**src/rtl/pe_array_pkg.sv**
```systemverilog
// Shared constants and the drain-controller state type for the PE-array
// psum readout path.
package pe_array_pkg;

  localparam int DEF_NUM_SETS = 4;
  localparam int DEF_P        = 3;
  localparam int DEF_Q        = 3;
  localparam int DEF_DATA_W   = 16;

  typedef enum logic [1:0] {
    ST_IDLE  = 2'd0,
    ST_READ  = 2'd1,
    ST_FLUSH = 2'd2,
    ST_DONE  = 2'd3
  } drain_state_e;

  // A degenerate dimension of 1 still needs a 1-bit select/address port.
  function automatic int clog2_min1(input int n);
    return (n > 1) ? $clog2(n) : 1;
  endfunction

endpackage

```
**src/rtl/psum_skid_fifo.sv**
```systemverilog
// Two-entry FIFO buffering PE read data ahead of the downstream handshake.
// A push and a pop in the same cycle leave the occupancy unchanged.
module psum_skid_fifo
  import pe_array_pkg::*;
#(
  parameter int DATA_W = DEF_DATA_W
) (
  input  logic              clk,
  input  logic              rstn,
  input  logic              push,
  input  logic [DATA_W-1:0] din,
  input  logic              pop,
  output logic [DATA_W-1:0] dout,
  output logic              empty,
  output logic [1:0]        count
);

  logic [DATA_W-1:0] mem_q [2];
  logic [DATA_W-1:0] mem_d [2];
  logic              wr_ptr_q, wr_ptr_d;
  logic              rd_ptr_q, rd_ptr_d;
  logic [1:0]        count_q, count_d;
  logic              do_push, do_pop;

  always_comb begin
    do_pop   = pop && (count_q != 2'd0);
    do_push  = push && ((count_q != 2'd2) || do_pop);
    mem_d    = mem_q;
    wr_ptr_d = wr_ptr_q;
    rd_ptr_d = rd_ptr_q;
    count_d  = count_q;
    if (do_push) begin
      mem_d[wr_ptr_q] = din;
      wr_ptr_d        = ~wr_ptr_q;
    end
    if (do_pop) begin
      rd_ptr_d = ~rd_ptr_q;
    end
    case ({do_push, do_pop})
      2'b10:   count_d = count_q + 2'd1;
      2'b01:   count_d = count_q - 2'd1;
      default: count_d = count_q;
    endcase
  end

  always_ff @(posedge clk) begin
    if (!rstn) begin
      mem_q    <= '{default: '0};
      wr_ptr_q <= 1'b0;
      rd_ptr_q <= 1'b0;
      count_q  <= '0;
    end else begin
      mem_q    <= mem_d;
      wr_ptr_q <= wr_ptr_d;
      rd_ptr_q <= rd_ptr_d;
      count_q  <= count_d;
    end
  end

  assign dout  = mem_q[rd_ptr_q];
  assign empty = (count_q == 2'd0);
  assign count = count_q;

endmodule

```
**src/rtl/psum_drain_ctrl.sv**
```systemverilog
// Drains every psum of NUM_SETS PE sets (P x Q each) in set/address order
// through a 2-entry FIFO onto a valid/ready stream, tagging the final element.
module psum_drain_ctrl
  import pe_array_pkg::*;
#(
  parameter int NUM_SETS = DEF_NUM_SETS,
  parameter int P        = DEF_P,
  parameter int Q        = DEF_Q,
  parameter int DATA_W   = DEF_DATA_W,
  localparam int SET_W   = clog2_min1(NUM_SETS),
  localparam int ADDR_W  = clog2_min1(P * Q)
) (
  input  logic              clk,
  input  logic              rstn,
  input  logic              start,
  output logic              busy,
  output logic              done,
  output logic              pe_rd_en,
  output logic [SET_W-1:0]  pe_set_sel,
  output logic [ADDR_W-1:0] pe_rd_addr,
  input  logic [DATA_W-1:0] pe_rd_data,
  output logic              out_valid,
  input  logic              out_ready,
  output logic [DATA_W-1:0] out_data,
  output logic              out_last
);

  localparam int ELEMS = P * Q;
  localparam int TOTAL = NUM_SETS * ELEMS;
  localparam int CNT_W = clog2_min1(TOTAL + 1);

  localparam logic [SET_W-1:0]  LAST_SET  = SET_W'(NUM_SETS - 1);
  localparam logic [ADDR_W-1:0] LAST_ADDR = ADDR_W'(ELEMS - 1);
  localparam logic [CNT_W-1:0]  LAST_XFER = CNT_W'(TOTAL - 1);

  drain_state_e      state_q, state_d;
  logic [SET_W-1:0]  set_q, set_d;
  logic [ADDR_W-1:0] addr_q, addr_d;
  logic              inflight_q, inflight_d;
  logic [CNT_W-1:0]  xfer_q, xfer_d;

  logic              fifo_empty;
  logic [1:0]        fifo_count;
  logic              pop;
  logic [2:0]        occ_after;
  logic              last_issue;

  psum_skid_fifo #(
    .DATA_W(DATA_W)
  ) u_fifo (
    .clk   (clk),
    .rstn  (rstn),
    .push  (inflight_q),
    .din   (pe_rd_data),
    .pop   (pop),
    .dout  (out_data),
    .empty (fifo_empty),
    .count (fifo_count)
  );

  // Occupancy is judged after this cycle's pop so a free-flowing stream keeps
  // one read in flight behind one buffered entry (1 element/cycle).
  always_comb begin
    pop        = out_valid && out_ready;
    occ_after  = {1'b0, fifo_count} + {2'b00, inflight_q} - {2'b00, pop};
    pe_rd_en   = (state_q == ST_READ) && (occ_after < 3'd2);
    last_issue = pe_rd_en && (set_q == LAST_SET) && (addr_q == LAST_ADDR);

    state_d    = state_q;
    set_d      = set_q;
    addr_d     = addr_q;
    inflight_d = pe_rd_en;
    xfer_d     = xfer_q;

    if (pop) begin
      xfer_d = xfer_q + 1'b1;
    end

    case (state_q)
      ST_IDLE: begin
        if (start) begin
          state_d = ST_READ;
          set_d   = '0;
          addr_d  = '0;
          xfer_d  = '0;
        end
      end
      ST_READ: begin
        if (pe_rd_en) begin
          if (addr_q == LAST_ADDR) begin
            addr_d = '0;
            set_d  = (set_q == LAST_SET) ? '0 : set_q + 1'b1;
          end else begin
            addr_d = addr_q + 1'b1;
          end
          if (last_issue) begin
            state_d = ST_FLUSH;
          end
        end
      end
      ST_FLUSH: begin
        if (fifo_empty && !inflight_q) begin
          state_d = ST_DONE;
        end
      end
      ST_DONE: begin
        state_d = ST_IDLE;
      end
      default: begin
        state_d = ST_IDLE;
      end
    endcase
  end

  always_ff @(posedge clk) begin
    if (!rstn) begin
      state_q    <= ST_IDLE;
      set_q      <= '0;
      addr_q     <= '0;
      inflight_q <= 1'b0;
      xfer_q     <= '0;
    end else begin
      state_q    <= state_d;
      set_q      <= set_d;
      addr_q     <= addr_d;
      inflight_q <= inflight_d;
      xfer_q     <= xfer_d;
    end
  end

  assign pe_set_sel = set_q;
  assign pe_rd_addr = addr_q;
  assign out_valid  = !fifo_empty;
  assign out_last   = out_valid && (xfer_q == LAST_XFER);
  assign busy       = (state_q == ST_READ) || (state_q == ST_FLUSH);
  assign done       = (state_q == ST_DONE);

endmodule

```
**config.mk**
```make
export PLATFORM = sky130hd
export DESIGN_NAME = psum_drain_ctrl
export DESIGN_NICKNAME = d
export VERILOG_FILES = /design/src/rtl/pe_array_pkg.sv /design/src/rtl/psum_skid_fifo.sv /design/src/rtl/psum_drain_ctrl.sv
export SDC_FILE = /design/constraint.sdc
export NUM_CORES = 1
export LEC_CHECK = 0
export ABC_AREA = 1
export CAP_MARGIN = 25
export CORE_ASPECT_RATIO = 1.2
export CORE_MARGIN = 5
export CORE_UTILIZATION = 49
export CTS_BUF_LIST = sky130_fd_sc_hd__clkbuf_8
export DETAILED_ROUTE_END_ITERATION = 8
export PLACE_DENSITY = 0.81
export SETUP_SLACK_MARGIN = 0.15
export SYNTH_ARGS = -nofsm -noshare
export SYNTH_HDL_FRONTEND = slang
export SYNTH_SLANG_ARGS = --single-unit
```
**constraint.sdc**
```tcl
create_clock -name clk -period 2.5 [get_ports clk]
set_input_delay 0.5 -clock clk [delete_from_list [all_inputs] [get_ports clk]]
set_output_delay 0.5 -clock clk [all_outputs]
set_load 0.05 [all_outputs]
```
Word-level counts from Yosys, hierarchy flattened

Cells that the tools add are included.

RAM bits: 0
Bits in latches: 0
Output and inout bits: 27
Memories kept: 0
Register bits after elaboration: 51
ROM bits: 0
Word-level logic and storage cells: 84
Bits of input ports: 20

Shift-type cells: 0
Mux-type cells: 24
Add/sub/neg operators: 7
Divide/modulo/power cells: 0
Multipliers: 0
Magnitude comparators: 4
Bitwise logic cells: 4
Eq/ne operators: 14
Reduce and logical (&&, ||, !) cells: 21

Operators with widths:

| operator                                                        | number |
|---|---|
| 16-bit 2-to-1 mux                                               | 4 |
| 32-bit bitwise mux                                              | 1 |
| 6-bit 2-to-1 mux                                                | 3 |
| 16-bit demux with 1-bit select                                  | 1 |
| 2-bit 2-to-1 mux                                                | 8 |
| 4-bit 2-to-1 mux                                                | 3 |
| 2-bit inequality test, second input constant                    | 6 |
| 1-bit logical AND                                               | 9 |
| 2-bit == test, second input constant                            | 4 |
| 2-bit one-hot mux with 2 select lines                           | 2 |
| 2-bit one-hot mux with 4 select lines                           | 1 |
| 4-bit one-hot mux with 2 select lines                           | 1 |
| 4-bit AND reduction                                             | 2 |
| 6-bit by 1-bit adder with 6-bit output, second input constant   | 1 |
| 6-bit == test, second input constant                            | 1 |
| 2-bit nonzero test                                              | 3 |
| 2-bit by 1-bit adder with 2-bit output, second input constant   | 2 |
| 4-bit by 1-bit adder with 4-bit output, second input constant   | 1 |
| 2-bit by 1-bit == test with 1-bit output, second input constant | 2 |
| 4-bit == test, second input constant                            | 1 |
| 2-bit >= comparator, second input constant                      | 2 |
| 2-bit logical NOT                                               | 2 |
| 1-bit NOT with 2-bit output                                     | 2 |
| 2-bit by 1-bit adder with 3-bit output                          | 1 |
| 8 further kinds                                                 | 11 |

Logic depth before layout (Yosys ltp)

Gate-level depths: netlist (run 1).

Depth after elaboration: 11
Gate-level depth with buffers: 15
Gate-level depth less buffers: 15

Cells and area by module

A second synthesis (run 1) with hierarchy kept.

Cell total of the unflattened synthesis: 452
Area total of the unflattened synthesis: 2,925.3 µm²

Modules (own cells, without submodules):

| module          | area an instance (µm²) | cells each | instances | seq. area each (µm²) |
|---|---|---|---|---|
| psum_skid_fifo  | 1,971.9                | 318        | 1         | 720.7 |
| psum_drain_ctrl | 953.4                  | 134        | 1         | 300.3 |

Least setup slack after synthesis (run 1)

No wires, ideal clock.

Kind: input port to output port
Start point: input port out_ready
End point: output port pe_rd_en
Data required time: 2.000 ns
Stages on the path: 7
Path buffers: 0
Arrival time: 2.511 ns
Slack: -0.511 ns
Path through: inv_2 > nor2_1 > ha_1 > or2_2 > fa_1 > nand3_2 > nor2_1

Word-level cells in the longest chain between the ends: 4

RTL lines:

| element                                       | line                  | text |
|---|---|---|
| start: declaration                            | psum_drain_ctrl.sv:23 | `input logic out_ready,` |
| 1-bit logical AND                             | psum_drain_ctrl.sv:64 | `pop = out_valid && out_ready;` |
| 3-bit by 1-bit subtractor with 3-bit output   | psum_drain_ctrl.sv:65 | `occ_after = {1'b0, fifo_count} + {2'b00, inflight_q} - {2'b00, pop};` |
| 3-bit by 2-bit < comparator with 1-bit output | psum_drain_ctrl.sv:66 | `pe_rd_en = (state_q == ST_READ) && (occ_after < 3'd2);` |
| 1-bit logical AND                             | psum_drain_ctrl.sv:66 |  |
| end: declaration                              | psum_drain_ctrl.sv:18 | `output logic pe_rd_en,` |

No other way between the ends.

Worst setup path after layout (run 1)

Start point: register u_fifo.count_q[0] (netlist: u_fifo.count[0])
End point: output port pe_rd_en

Word-level cells in the longest chain between the ends: 6
Elaborated cells on any way between the ends: 7
Those cells by class: 2 x add/sub; 1 x order compare; 4 x reduce/logical

RTL lines:

| element                                                                                        | line                  | text |
|---|---|---|
| start: declaration                                                                             | psum_skid_fifo.sv:22  | `logic [1:0] count_q, count_d;` |
| start signal: assignment                                                                       | psum_skid_fifo.sv:56  | `count_q <= count_d;` |
| parallel branches: the longest is 3 deep, another holds 2-bit by 1-bit adder with 3-bit output | -                     |  |
| 3-bit by 1-bit subtractor with 3-bit output *                                                  | psum_drain_ctrl.sv:65 |  |
| 3-bit by 2-bit < comparator with 1-bit output *                                                | psum_drain_ctrl.sv:66 |  |
| 1-bit logical AND *                                                                            | psum_drain_ctrl.sv:66 |  |

Every way passes the cells marked *.

==> impl_metrics.ini, run 1 <==
[die]
core_sq_mm = 0.00494
start_util_pct = 50.8
die_h_microns = 88.4
die_x_microns = 75.3
num_io_pins = 47
rows = 28
dieArea_sq_mm = 0.00665

[setup_path]
startpoint_type = register
crit_arrival_ns = 2.19
cp.required_ns = 2.00
path_class = register to output pin
crit_fanout = 4
endpoint_kind = output pin

[sta]
worst_hold_slack_ns = 0.450
hold_viol = 0
layout_setup_ws_ns = -0.194
period_needed_ns = 2.69
fin_skew_ns = 0.00238
fmax_mhz = 371
relSlewSlack_pct = 67.1
timing.final.crit_share_pct = 108
rsz0062_at_grt = true
slew_viol_final = 0
setup_viol = 1
tightestPinTransition_ns = 0.493

[route]
vias = 2230
ant_nets = 0
wl_per_cell_microns = 11.5
firstDrtPassIters = 4
routed_wl_microns = 5160
drtIter0Drc = 112
drc = 0
via_per_inst = 4.98

[power_and_ir_drop]
share_seq_of_total_power_pct = 30.2
power.share.clock_pct = 14.9
power.density_mw_per_mm2 = 1040
power_mw = 3.45
vdd_drop_max_mv = 0.525
p_sw_share_pct = 43.4
p_int_mw = 1.95
power_switching_mw = 1.50
p_leak_nw = 1.39
comb_power_share_pct = 54.9

[clock_tree]
ctsRootBufferMaster = clkbuf_8
cts_buffer_depth = 2
cts_tree = yes
cts_buffers = 5
cts_max_level = 2
hold_buffers = 0
cts.clk_slew.worst_paths_ns = 0.09
clock_sinks = 51
insertion_delay_ns = 0.30

[yosys]
ys_top_cells_by_area = dfxtp_1, nand2_1, o21ai_0
syn_inst = 336
synth_edf_count = 0
synth_common_cells = dfxtp_1, nand2_1, nor2_1
yosysWarningCount = 0
synth_top_area_share_pct = 40.7
ys.flop_type = dfxtp_1
syn_nets = 368
syn_area_sq_mm = 0.00251
synth_cell_types = 31
synth.avg_cell_area_sq_um = 7.46
synth_seq_cells = 51
yosys.area.top_type = dfxtp_1
synth-seq-area-share_pct = 40.7
yosysMostFrequentCell = dfxtp_1
async_flop_share_pct = 0

[global_routing]
grt_first_pass_wirelength_microns = 9080
grt_usage_pct = 17.0
antenna_found_initial = 0
grt_overflow = 0
grt_max_degree = 35
grt_pass1_vias = 2085

[final_layout]
drive_gt1_share_pct = 18.3
diodes = 0
area_growth_pct = 32.8
fin_nets = 419
fill_cells = 421
final_core_util_pct = 67.4

[place]
globalplace.congestion = 0.859
dp_hpwl_microns = 3810
port_buffers = 46

[job]
cap_viol_max_count = 0

[hold_path]
hold_path_class = register to register

[outcome]
violations = setup timing
status = finished with violations
-- cells by family after synthesis --
group                      synth area share, %
and+or+nand+nor                           25.8
AOI/OAI and AO/OA                         17.3
adders and majority gates                 6.29
DFF                                       40.7
buffers and inverters                     9.88
-- timing repair --
item | 4_1_cts | 5_1_grt
resized for setup | 6 | 0
setup endpoints to repair | 11 | 8
setup buffers | 2 | 0
pin swaps | 2 | 0
-- state kept, by name (all words and copies together), names as in the netlist --
register         count
u_fifo.count         2
state_q              2
inflight_q           1
pe_rd_addr           4
u_fifo.rd_ptr_q      1
u_fifo.wr_ptr_q      1
pe_set_sel           2
u_fifo.mem_q        32
xfer_q               6
-- cell type report --
class | count | area (sq um) | share of cell area (%)
inverters | 45 | 179 | 5.37
clock buffers | 7 | 96.3 | 2.89
repair buffers | 56 | 697 | 20.9
clock inverters | 1 | 7.51 | 0.225
well taps | 60 | 75.1 | 2.25
flip-flops and latches | 51 | 1030 | 30.8
multi-input cells | 228 | 1250 | 37.5
-- per-stage QoR --
step           instances  area (sq um)  setup slack, ns  setup TNS, ns
6_report             448          3330           -0.194         -0.194
5_1_grt              448          3330           -0.294         -0.294
4_1_cts              448          3330           -0.207         -0.207
3_5_place_dp         438          3210           -0.603          -4.44
3_3_place_gp         438          3210           -0.555          -3.90
2_1_floorplan        336          2530          -0.0334        -0.0662
-- layout by cell type, fill, tap and decap left out, drive strengths merged, types with 4 or more instances in the layout --
cell,Yosys,routed
buf,6,29
nand2,52,52
nand3,13,13
clkdlybuf4s50,0,26
a21oi,30,30
nor2,54,54
ha,11,11
nand4,4,4
dfxtp,51,51
o21ai,55,55
clkbuf,6,7
inv,44,44
-- worst paths after layout --
check / from / endpoint / slack (ns) / cells after the start
setup / recovery: u_fifo.count[0] / pe_rd_en / -0.19 / 8
setup reg to reg: u_fifo.count[0] / pe_set_sel[1] / 0.22 / 14
hold reg to reg: u_fifo.mem_q[21] / u_fifo.mem_q[21] / 0.45 / 2
hold / removal: u_fifo.mem_q[21] / u_fifo.mem_q[21] / 0.45 / 2
-- power by group through the flow --
stage / Sequential, mW / Combinational (mW) / Clock [mW]
2_1_floorplan: 1.10 / 1.18 / 0
3_3_place_gp: 1.06 / 1.86 / 0
3_5_place_dp: 1.06 / 1.88 / 0
4_1_cts: 1.04 / 1.91 / 0.533
5_1_grt: 1.06 / 2.06 / 0.573
6_report: 1.04 / 1.89 / 0.516
-- worst max-delay path, stage by stage, from the launching register on --
cell     delay (ns)
dfxtp_2        0.36
nor2_4         0.11
nor2_1         0.05
ha_1           0.26
or2_4          0.23
fa_1           0.51
nand3_2        0.10
nor2_4         0.13
buf_12         0.14
-- metal layers --
metal  GRT usage, %  part of all wire [%]
met5              0                     0
met4           4.29                   1.0
met3           4.43                   5.8
met1           22.3                    45
met2           27.7                    48
No activity file was read; power rests on OpenSTA's default activity.
==> run 2, diff against run 1 <==
--- a/config.mk
+++ b/config.mk
@@ -9,11 +9,12 @@
 export CAP_MARGIN = 25
 export CORE_ASPECT_RATIO = 1.2
 export CORE_MARGIN = 5
-export CORE_UTILIZATION = 49
+export CORE_UTILIZATION = 50
 export CTS_BUF_LIST = sky130_fd_sc_hd__clkbuf_8
 export DETAILED_ROUTE_END_ITERATION = 8
-export PLACE_DENSITY = 0.81
+export PLACE_DENSITY = 0.89
 export SETUP_SLACK_MARGIN = 0.15
 export SYNTH_ARGS = -nofsm -noshare
 export SYNTH_HDL_FRONTEND = slang
+export SYNTH_HIERARCHICAL = 1
 export SYNTH_SLANG_ARGS = --single-unit
==> impl_metrics.ini, run 2 <==
[setup_path]
crit_arrival_ns = 2.03
crit_fanout = 3
cp.required_ns = 2.00
endpoint_kind = output pin
path_class = register to output pin
startpoint_type = register

[clock_tree]
clock_sinks = 51
cts_buffer_depth = 2
cts.clk_slew.worst_paths_ns = 0.09
cts_tree = yes
cts_buffers = 5
cts_max_level = 2
ctsRootBufferMaster = clkbuf_8
insertion_delay_ns = 0.30

[route]
via_per_inst = 4.84
routed_wl_microns = 6490
firstDrtPassIters = 4
drc = 0
wl_per_cell_microns = 11.2
vias = 2805
drtIter0Drc = 205
ant_nets = 0

[final_layout]
largest_reg_flops = 32
mostFrequentLayoutCells = nand2_1, inv_1, nor2_1
multiInputGateArea_sq_mm = 0.00145
fin_nets = 529
area_growth_pct = 30.1
final_common_cell = nand2_1
fill_cells = 460
diodes = 0
regArea_sq_mm = 0.00103
drive_gt1_share_pct = 12.6
top_register = u_fifo/mem_q
final_core_util_pct = 67.2

[die]
dieArea_sq_mm = 0.00749
core_sq_mm = 0.00567
rows = 30
start_util_pct = 51.6
die_h_microns = 93.8
num_io_pins = 47
die_x_microns = 79.8

[sta]
tightestPinTransition_ns = 0.501
setup_viol = 1
fin_skew_ns = 0.00778
layout_setup_ws_ns = -0.0286
relSlewSlack_pct = 66.5
timing.final.crit_share_pct = 101
worst_hold_slack_ns = 0.514
period_needed_ns = 2.53
fin_setup_tns_ns = -0.0286
fmax_mhz = 395
slew_viol_final = 0
hold_viol = 0
rsz0062_at_grt = true

[yosys]
ys_top_cells_by_area = dfxtp_1, nand2_1, inv_1
syn_area_sq_mm = 0.00293
synth_edf_count = 0
yosys.area.top_type = dfxtp_1
async_flop_share_pct = 0
synth.avg_cell_area_sq_um = 6.47
synth_seq_cells = 51
syn_nets = 483
ys.flop_type = dfxtp_1
synth_cell_types = 32
syn_inst = 452
yosysMostFrequentCell = nand2_1
synth_top_area_share_pct = 34.9
yosysWarningCount = 6
synth_common_cells = nand2_1, inv_1, nor2_1
synth-seq-area-share_pct = 34.9

[job]
cap_viol_max_count = 0

[power_and_ir_drop]
power_mw = 3.28
power.density_mw_per_mm2 = 861
vdd_drop_max_mv = 0.752
p_leak_nw = 1.75

[hold_path]
hold_path_class = register to register

[global_routing]
antenna_found_initial = 0
grt_overflow = 0
grt_pass1_vias = 2771
grt_usage_pct = 18.2
grt_max_degree = 37
grt_first_pass_wirelength_microns = 11200

[place]
globalplace.congestion = 0.911
post-place-ws_ns = -0.313
port_buffers = 46
dp_hpwl_microns = 4600

[outcome]
violations = setup timing
status = finished with violations
==> run 2: cell type report <==
type                            instances  area share [%]
Tap cell                               80            2.63
Timing Repair Buffer                   59            19.3
Clock buffer                            5            1.81
Sequential cell                        51            27.0
Multi-Input combinational cell        276            38.1
Clock inverter                          3           0.493
Inverter                              105            10.6
==> run 2: logic make-up after synthesis <==
group                    synth area share, %
adder cells (fa/ha/maj)                 4.96
XOR/XNOR                               0.599
buffers and inverters                   17.4
AO/OA/AOI/OAI                           6.33
AND/OR/NAND/NOR                         35.8
flip-flops                              34.9
==> run 2: critical path: stages (launching register included) <==
cell and delay (ns):
dfxtp_4 0.36, nor2_4 0.15, inv_6 0.05, nand2_8 0.08, inv_6 0.04, nor2_4 0.08, o21ai_2 0.08, fa_1 0.53
nand3_4 0.09, nor2_4 0.13, buf_12 0.15
==> run 2: per-stage QoR <==
step | instances | area [sq um]
3_3_place_gp | 567 | 3660
4_1_cts | 579 | 3790
3_5_place_dp | 567 | 3660
6_report | 579 | 3810
5_1_grt | 579 | 3810
2_1_floorplan | 452 | 2970
==> run 2: timing repair <==
item	in CTS	in global routing
setup endpoints to repair	2	6
setup buffers	4	0
resized for setup	7	3
gates cloned	0	0
pin swaps	5	1
hold buffers	0	0
==> run 2: worst paths after layout <==
| check | from | endpoint | slack [ns] | cells past startpoint |
|---|---|---|---|---|
| min | u_fifo/mem_q[28] | u_fifo/mem_q[28] | 0.51 | 4 |
| min reg2reg | u_fifo/mem_q[28] | u_fifo/mem_q[28] | 0.51 | 4 |
| max | u_fifo/count[1] | pe_rd_en | -0.03 | 10 |
| max reg2reg | u_fifo/count[1] | pe_set_sel[0] | 0.33 | 14 |
==> run 2: layer usage <==
metal / vias to the layer above / share of wire (%) / global-route usage, %
met5: - / 0 / 0
met4: 0 / 0.62 / 6.62
met3: 4 / 5.9 / 3.65
met2: 88 / 50 / 34.2
met1: 1252 / 43 / 19.8
li1: 1461 / - / -
==> run 2: where the power goes <==
part           leakage (nW)  internal (mW)  switching (mW)
clock network        0.0445          0.196           0.276
logic                  1.29          0.684            1.11
registers             0.415          0.939          0.0685
